==> src/rtl/rv_plic_claim_seq.sv <==
// Claims PLIC interrupts over TL-UL, hands the ID to a hardware consumer,
// and completes the interrupt once the consumer reports done.
module rv_plic_claim_seq #(
  parameter int          NumSrc        = 55,
  parameter int          IdW           = 6,
  parameter logic [31:0] PlicBase      = 32'h0,
  parameter logic [8:0]  CcOffset      = 9'h10c,
  parameter int          HoldoffCycles = 2
) (
  input  logic           clk_i,
  input  logic           rst_ni,
  input  logic           irq_i,
  input  logic           enable_i,
  output logic           tl_a_valid_o,
  input  logic           tl_a_ready_i,
  output logic [2:0]     tl_a_opcode_o,
  output logic [31:0]    tl_a_address_o,
  output logic [31:0]    tl_a_data_o,
  output logic [3:0]     tl_a_mask_o,
  input  logic           tl_d_valid_i,
  output logic           tl_d_ready_o,
  input  logic [31:0]    tl_d_data_i,
  input  logic           tl_d_error_i,
  output logic           id_valid_o,
  output logic [IdW-1:0] id_o,
  input  logic           id_ready_i,
  input  logic           done_i,
  output logic           busy_o,
  output logic           err_o,
  input  logic           err_clr_i,
  output logic [7:0]     spurious_cnt_o
);

  localparam logic [2:0]  OpGet     = 3'd4;
  localparam logic [2:0]  OpPutFull = 3'd0;
  localparam logic [31:0] CcAddr    = PlicBase + 32'(CcOffset);
  localparam logic [IdW:0] NumSrcW  = (IdW+1)'(NumSrc);
  localparam int          HoldW     = (HoldoffCycles > 1) ? $clog2(HoldoffCycles) : 1;
  localparam logic [HoldW-1:0] HoldLast = HoldW'(HoldoffCycles - 1);

  typedef enum logic [2:0] {
    S_IDLE,
    S_CLAIM_REQ,
    S_CLAIM_RSP,
    S_DISPATCH,
    S_SERVICE,
    S_CMPL_REQ,
    S_CMPL_RSP,
    S_HOLDOFF
  } state_e;

  state_e           state_q, state_d;
  logic [IdW-1:0]   id_q, id_d;
  logic [HoldW-1:0] hold_q, hold_d;
  logic             err_q, err_set;
  logic [7:0]       spur_q;
  logic             spur_inc;
  logic             busy_q;

  logic [IdW-1:0] rsp_id;
  logic           rsp_in_range;
  // Only the low IdW bits of the claim response carry the ID.
  logic           unused_rsp_bits;

  assign rsp_id          = tl_d_data_i[IdW-1:0];
  assign rsp_in_range    = {1'b0, rsp_id} < NumSrcW;
  assign unused_rsp_bits = ^tl_d_data_i[31:IdW];

  always_comb begin
    // NOTE: every signal gets a default before the case so no path leaves one
    // unassigned, which would otherwise infer a latch.
    state_d  = state_q;
    id_d     = id_q;
    hold_d   = hold_q;
    err_set  = 1'b0;
    spur_inc = 1'b0;

    unique case (state_q)
      S_IDLE: begin
        if (irq_i && enable_i) state_d = S_CLAIM_REQ;
      end
      S_CLAIM_REQ: begin
        if (tl_a_ready_i) state_d = S_CLAIM_RSP;
      end
      S_CLAIM_RSP: begin
        if (tl_d_valid_i) begin
          if (tl_d_error_i) begin
            err_set = 1'b1;
            state_d = S_IDLE;
          end else if (rsp_id == '0) begin
            spur_inc = 1'b1;
            state_d  = S_IDLE;
          end else begin
            id_d = rsp_id;
            if (rsp_in_range) begin
              state_d = S_DISPATCH;
            end else begin
              // A bogus ID was still claimed in the PLIC, so it must be completed.
              err_set = 1'b1;
              state_d = S_CMPL_REQ;
            end
          end
        end
      end
      S_DISPATCH: begin
        if (id_ready_i) state_d = S_SERVICE;
      end
      S_SERVICE: begin
        if (done_i) state_d = S_CMPL_REQ;
      end
      S_CMPL_REQ: begin
        if (tl_a_ready_i) state_d = S_CMPL_RSP;
      end
      S_CMPL_RSP: begin
        if (tl_d_valid_i) begin
          err_set = tl_d_error_i;
          hold_d  = '0;
          state_d = S_HOLDOFF;
        end
      end
      S_HOLDOFF: begin
        if (hold_q == HoldLast) state_d = S_IDLE;
        else                    hold_d  = hold_q + 1'b1;
      end
      default: state_d = S_IDLE;
    endcase
  end

  always_ff @(posedge clk_i or negedge rst_ni) begin
    if (!rst_ni) begin
      state_q <= S_IDLE;
      id_q    <= '0;
      hold_q  <= '0;
      err_q   <= 1'b0;
      spur_q  <= '0;
      busy_q  <= 1'b0;
    end else begin
      // NOTE: state registers use non-blocking assignments so every flop
      // samples the pre-edge values regardless of statement order.
      state_q <= state_d;
      id_q    <= id_d;
      hold_q  <= hold_d;
      busy_q  <= (state_d != S_IDLE);
      if (err_set)        err_q <= 1'b1;
      else if (err_clr_i) err_q <= 1'b0;
      if (spur_inc && (spur_q != 8'hFF)) spur_q <= spur_q + 8'd1;
    end
  end

  assign tl_a_valid_o   = (state_q == S_CLAIM_REQ) || (state_q == S_CMPL_REQ);
  assign tl_a_opcode_o  = (state_q == S_CLAIM_REQ) ? OpGet : OpPutFull;
  assign tl_a_address_o = tl_a_valid_o ? CcAddr : 32'h0;
  assign tl_a_mask_o    = tl_a_valid_o ? 4'hF : 4'h0;
  assign tl_a_data_o    = (state_q == S_CMPL_REQ) ? 32'(id_q) : 32'h0;
  assign tl_d_ready_o   = (state_q == S_CLAIM_RSP) || (state_q == S_CMPL_RSP);
  assign id_valid_o     = (state_q == S_DISPATCH);
  assign id_o           = id_q;
  assign busy_o         = busy_q;
  assign err_o          = err_q;
  assign spurious_cnt_o = spur_q;

endmodule

==> config.mk <==
export PLATFORM = sky130hd
export DESIGN_NAME = rv_plic_claim_seq
export DESIGN_NICKNAME = d
export VERILOG_FILES = /design/src/rtl/rv_plic_claim_seq.sv
export SDC_FILE = /design/constraint.sdc
export NUM_CORES = 1
export LEC_CHECK = 0
export CORE_ASPECT_RATIO = 0.8
export CORE_MARGIN = 2
export CORE_UTILIZATION = 35
export CTS_CLUSTER_DIAMETER = 50
export CTS_CLUSTER_SIZE = 20
export DETAILED_ROUTE_END_ITERATION = 8
export PLACE_DENSITY = 0.89
export SLEW_MARGIN = 20
export SYNTH_ARGS = -nofsm -noshare
export SYNTH_HDL_FRONTEND = slang
export SYNTH_SLANG_ARGS = --single-unit
==> constraint.sdc <==
create_clock -name clk_i -period 5.3 [get_ports clk_i]
set_input_delay 1.325 -clock clk_i [delete_from_list [all_inputs] [get_ports clk_i]]
set_output_delay 1.325 -clock clk_i [all_outputs]
set_load 0.01 [all_outputs]
==> flow_summary.toml, run 1 <==
[power_and_ir_drop]
p_leak_nw = 0.907
p_total_mw = 0.776
share_comb_of_total_power_pct = 46.7
vdd_drop_max_v = 0.000153
internal-power_mw = 0.497
power_frac_seq_pct = 33.7
power.density_nw_per_um2 = 405
pwr-share-clk_pct = 19.6
switchingPower_mw = 0.279
swShare_pct = 36.0

[place]
dpl.hpwl_um = 2420
dpl.cell_count = 259
gp_congestion = 0.771
io_buffers = 48
post_dp_cell_area_um2 = 1850

[finish]
final_area_um2 = 1920
diodes = 0
drive_gt1_share_pct = 7.77
area_delta_synth_final_pct = 21.0
final_cell_count_no_fill = 263
fin_nets = 250

[critical_path]
worstPathArrival_ps = 2290
cp_max_fo = 15
crit_buf_inv = 1
r2r-start = "state_q[2]"
startpoint_type = "flop"
slowest_delay_ps = 700
worst-setup-path-type = "flop to output port"
r2r_slack_ps = 3300
r2r-end = "id_o[3]"
path_cells = "nor2b_1, and3_1, clkdlybuf4s50_1"
critPathSlowestCell = "nor2b_1"
endpoint_kind = "output port"
crit_family = "simple AND/OR/NAND/NOR gates"
worstRegToRegCells = 3
cp.required_ps = 3970

[floorplanning]
pin_count = 132
dieWidth_um = 79.2
die_h_um = 64.2
die-area_um2 = 5090
row_count = 21
start_util_pct = 37.2
core_area_um2 = 4260

[yosys]
syn_area_per_cell_um2 = 9.49
seq_area_frac_synth_pct = 31.6
synth_top_area_share_pct = 31.6
syn_area_um2 = 1590
synth_seq_cells = 20
synth_cells = 167
synth-edff-count = 0
yosys.area.top_type = "dfrtp_1"
synth_async_sr_flop_share_pct = 100
yosysUniqueCellTypes = 38
synth_ff_type = "dfrtp_1"
synth.area.top_cells = "dfrtp_1, buf_4, xor2_1"
synth_warnings = 0

[clock_tree]
clock_sinks = 20
htreeDepth = 1
cts_tree = "yes"
cts.root.buffer_cell = "clkbuf_8"
numCtsBuffers = 3
postCtsSetupRepairBufs = 0
clkTransAtPathRegs_ps = 80
ctsHoldBuffers = 0
clockBufferDepth = 2
worstSkewPairLatency_ps = 260
post_cts_resized = 0

[routing]
route.met3.wl_um = 255
vias = 1102
wl_met2_um = 1460
first_iter_violations = 24
dr.max_layer_used = "met3"
drc = 0
antenna_left = 0
post_drt_wl_per_cell_um = 11.3
drt-total-wl_um = 2970
wl_met1_um = 1260
drtPass1Iterations = 3
viasPerCell = 4.19

[timing]
skew_ps = 4.03
fin_crit_sh_pct = 68.2
finalHoldViolCount = 0
finalSetupViolations = 0
fin_crit_ps = 3610
hold_ws_ps = 502
slew_headroom_pct = 41.4
maxSlewViolCount = 0
tns_ps = 0
tightest_slew_ps = 877
fmax_ghz = 0.277
rsz0062_at_grt = "false"

[global_routing]
grt_overflow = 0
grt_pass1_wl_um = 4580
grt_max_degree = 21
antenna_found_initial = 0
gr-usage-all-layers_pct = 11.5
grt_pass1_vias = 950

[worst_hold_path]
holdPathEnd = "spurious_cnt_o[5]"
worstHoldStart = "spurious_cnt_o[5]"
hold_path_class = "flop to flop"
whs_path_depth = 1

[flow_run]
cap_violations = 0

[status]
run_status = "finished, final reports clean"
==> cells by family after synthesis <==
family          share of synthesized area (%)
other cells                             0.237
flops                                    31.6
buf+inv                                  32.3
compound gates                           11.5
simple gates                             16.2
mux                                      3.55
fa+ha+maj                               0.789
xor+xnor                                 3.87
==> Yosys cell counts, drive strengths merged, types with 2 or more instances <==
library cell and count:
buf 65, dfrtp 20, and3 7, xor2 7, nand2 6, nor2 6, mux2 5, nand3 5
nor2b 5, a2111oi 4, clkbuf 4, a211oi 3, a22o 3, inv 3, nand4 3, a21oi 2
nor3 2, nor3b 2
==> stage by stage <==
stage               util, %  setup slack [ps]
CTS                    45.1              1670
floorplan                 -              2480
global route           45.1              1530
global placement       43.4              2020
finish                 45.1              1690
detailed placement     43.4              1960
==> worst max path at each step <==
stage / start / slack (ps) / end / cells after the start
global placement: state_q[0] / 2020 / tl_a_data_o[4] / 3
floorplan: state_q[0] / 2480 / tl_a_data_o[0] / 3
global route: state_q[0] / 1530 / tl_a_data_o[0] / 3
detailed placement: state_q[0] / 1960 / tl_a_data_o[0] / 3
CTS: state_q[0] / 1670 / tl_a_data_o[0] / 3
finish: state_q[0] / 1690 / tl_a_data_o[4] / 3
==> sequential cells by signal, summed over array words and instances, names as in the netlist <==
name	flops
busy_o	1
err_o	1
hold_q	1
id_o	6
spurious_cnt_o	8
state_q	3
==> area by class of cell <==
class                      instances  area [um2]
clock buffer                       3        41.3
clock inverter                     1        30.0
fill                             412        2340
inverter                           3        11.3
multi-input combinational        131         783
sequential                        20         500
tap                               57        71.3
timing repair buffer              48         480
==> cells in the final DEF (no fill, tap or decap), types with 3 or more instances in the layout <==
cell type        instances
a2111oi_2                3
a22o_1                   3
and3_1                   7
clkbuf_8                 3
clkdlybuf4s50_1         48
conb_1                  57
dfrtp_1                 20
inv_1                    3
mux2_2                   4
nand2_1                  6
nand3_1                  5
nor2_1                   6
nor2b_1                  5
xor2_1                   7
==> power groups by stage <==
stage,clock network [mW],registers [mW],logic (mW)
after floorplan,0,0.236,0.266
after global placement,0,0.261,0.356
after detailed placement,0,0.262,0.365
after CTS,0.156,0.260,0.366
after global routing,0.162,0.271,0.392
final,0.152,0.261,0.363
==> layer usage <==
metal,vias to the layer above,global-route usage [%]
met5,-,0
met4,0,1.94
met3,0,4.94
met2,49,19.6
met1,518,13.7
li1,535,-
(Power assumes the default switching activity.)
==> run 2: changes to the inputs <==
- CORE_UTILIZATION: 35 -> 33
- PLACE_DENSITY: 0.89 -> 0.85
- clock period: 5.3 -> 3.39 ns (I/O delays scaled with it)
==> run 2 against run 1 <==
Compared with the run above: routed wire length up 1.8%; largest cell class unchanged; sequential share of layout area is 0.068 points higher; total power rose by 50%; design area fell by 0.26%; largest power group unchanged; core utilization decreased by 3.4 points.
==> flow_summary.toml, run 2 (synthesized netlist as in run 1, its figures left out) <==
[global_routing]
antenna_found_initial = 0
grt_max_degree = 21
busiest_layer = "met2"
grt.met2_usage_pct = 19.3
grt_pass1_wl_um = 4510
grt_pass1_vias = 924
grt_use_met1_pct = 13.2
grt_overflow = 0
grt_use_met3_pct = 2.87
gr-usage-all-layers_pct = 10.8

[place]
dpl.hpwl_um = 2490
post_dp_cell_area_um2 = 1860
io_buffers = 48
gp_congestion = 0.794

[power_and_ir_drop]
vdd_drop_max_v = 0.000241
p_leak_nw = 0.905
power.density_nw_per_um2 = 607
p_total_mw = 1.16

[timing]
skew_ps = 1.62
rsz0062_at_grt = "false"
fin_crit_ps = 2730
tns_ps = 0
finalHoldViolCount = 0
maxSlewViolCount = 0
fmax_ghz = 0.366
tightest_slew_ps = 862
finalSetupViolations = 0
fin_crit_sh_pct = 80.7
slew_headroom_pct = 42.4

[routing]
first_iter_violations = 44
drc = 0
drtPass1Iterations = 4
drt-total-wl_um = 3020
antenna_left = 0
post_drt_wl_per_cell_um = 11.3
viasPerCell = 4.14
vias = 1106

[critical_path]
worstRegToRegCells = 3
worst-setup-path-type = "flop to output port"
endpoint_kind = "output port"
slowest_delay_ps = 540
path_cells = "nor2b_1, buf_4, and3_1, clkdlybuf4s50_1"
worstPathArrival_ps = 1890
cp_max_fo = 15
cp.required_ps = 2540
critPathSlowestCell = "clkdlybuf4s50_1"
startpoint_type = "flop"

[clock_tree]
htreeDepth = 1
ctsHoldBuffers = 0
clock_sinks = 20
clkTransAtPathRegs_ps = 70
cts_tree = "yes"
post_cts_resized = 0
worstSkewPairLatency_ps = 250
cts.root.buffer_cell = "clkbuf_8"
clockBufferDepth = 2
postCtsSetupRepairBufs = 0
numCtsBuffers = 3

[finish]
ff_latch_area_um2 = 500
final_cell_mix = "conb_1, clkdlybuf4s50_1, dfrtp_1"
fin_nets = 251
drive_gt1_share_pct = 8.21
multi_input_area_um2 = 783
finish.utilization_pct = 41.6
fillers = 459
largest_reg_flops = 8
final_area_um2 = 1910
area_delta_synth_final_pct = 20.7
final_common_cell = "conb_1"
diodes = 0

[worst_hold_path]
whs_path_depth = 1
hold_path_class = "flop to flop"

[floorplanning]
die-area_um2 = 5380
start_util_pct = 34.5
pin_count = 132
die_h_um = 66.0
row_count = 22
dieWidth_um = 81.5
core_area_um2 = 4600

[status]
run_status = "finished, final reports clean"

[flow_run]
cap_violations = 0
run 2: where the power goes:
group          leakage, nW  total, mW  switching (mW)  internal, mW
Clock               0.0288      0.177          0.0737         0.103
Sequential           0.255      0.416           0.109         0.307
Combinational        0.621      0.568           0.249         0.319
Total                0.905       1.16           0.432         0.729
run 2: final timing paths:
path / from / end / slack [ps]
setup / recovery: state_q[0] / tl_a_data_o[4] / 660
hold / removal: spurious_cnt_o[7] / spurious_cnt_o[7] / 490
setup reg to reg: state_q[2] / id_o[4] / 1400
hold reg to reg: spurious_cnt_o[7] / spurious_cnt_o[7] / 490
max in group asynchronous: rst_ni / id_o[5] / 1770
min in group asynchronous: rst_ni / state_q[0] / 1090
run 2: metrics by stage:
| stage | setup WS, ps | hold WS, ps | std cells |
|---|---|---|---|
| 2_1_floorplan | 1050 | 487 | 223 |
| 3_3_place_gp | 671 | 477 | 263 |
| 3_5_place_dp | 667 | 482 | 263 |
| 4_1_cts | 634 | 492 | 267 |
| 5_1_grt | 547 | 518 | 267 |
| 6_report | 656 | 491 | 267 |
run 2: critical path: cells and delay by family, from the launching register on:
family | cells | cell delay, ps
and+or+nand+nor | 2 | 360
buffers and inverters | 2 | 730
DFF | 1 | 530
run 2: final cells by class:
cell class              count  share of cell area (%)
flip-flops and latches     20                    26.2
repair buffers             49                    25.5
inverters                   3                   0.589
clock buffers               4                    2.88
multi-input cells         131                    40.9
well taps                  60                    3.92
run 2: metal layers:
layer  part of all wire [%]  vias to the layer above
met2                     51                       49
met3                    8.0                        2
met1                     41                      525
met4                   0.36                        0
met5                      0                        -
li1                       -                      530
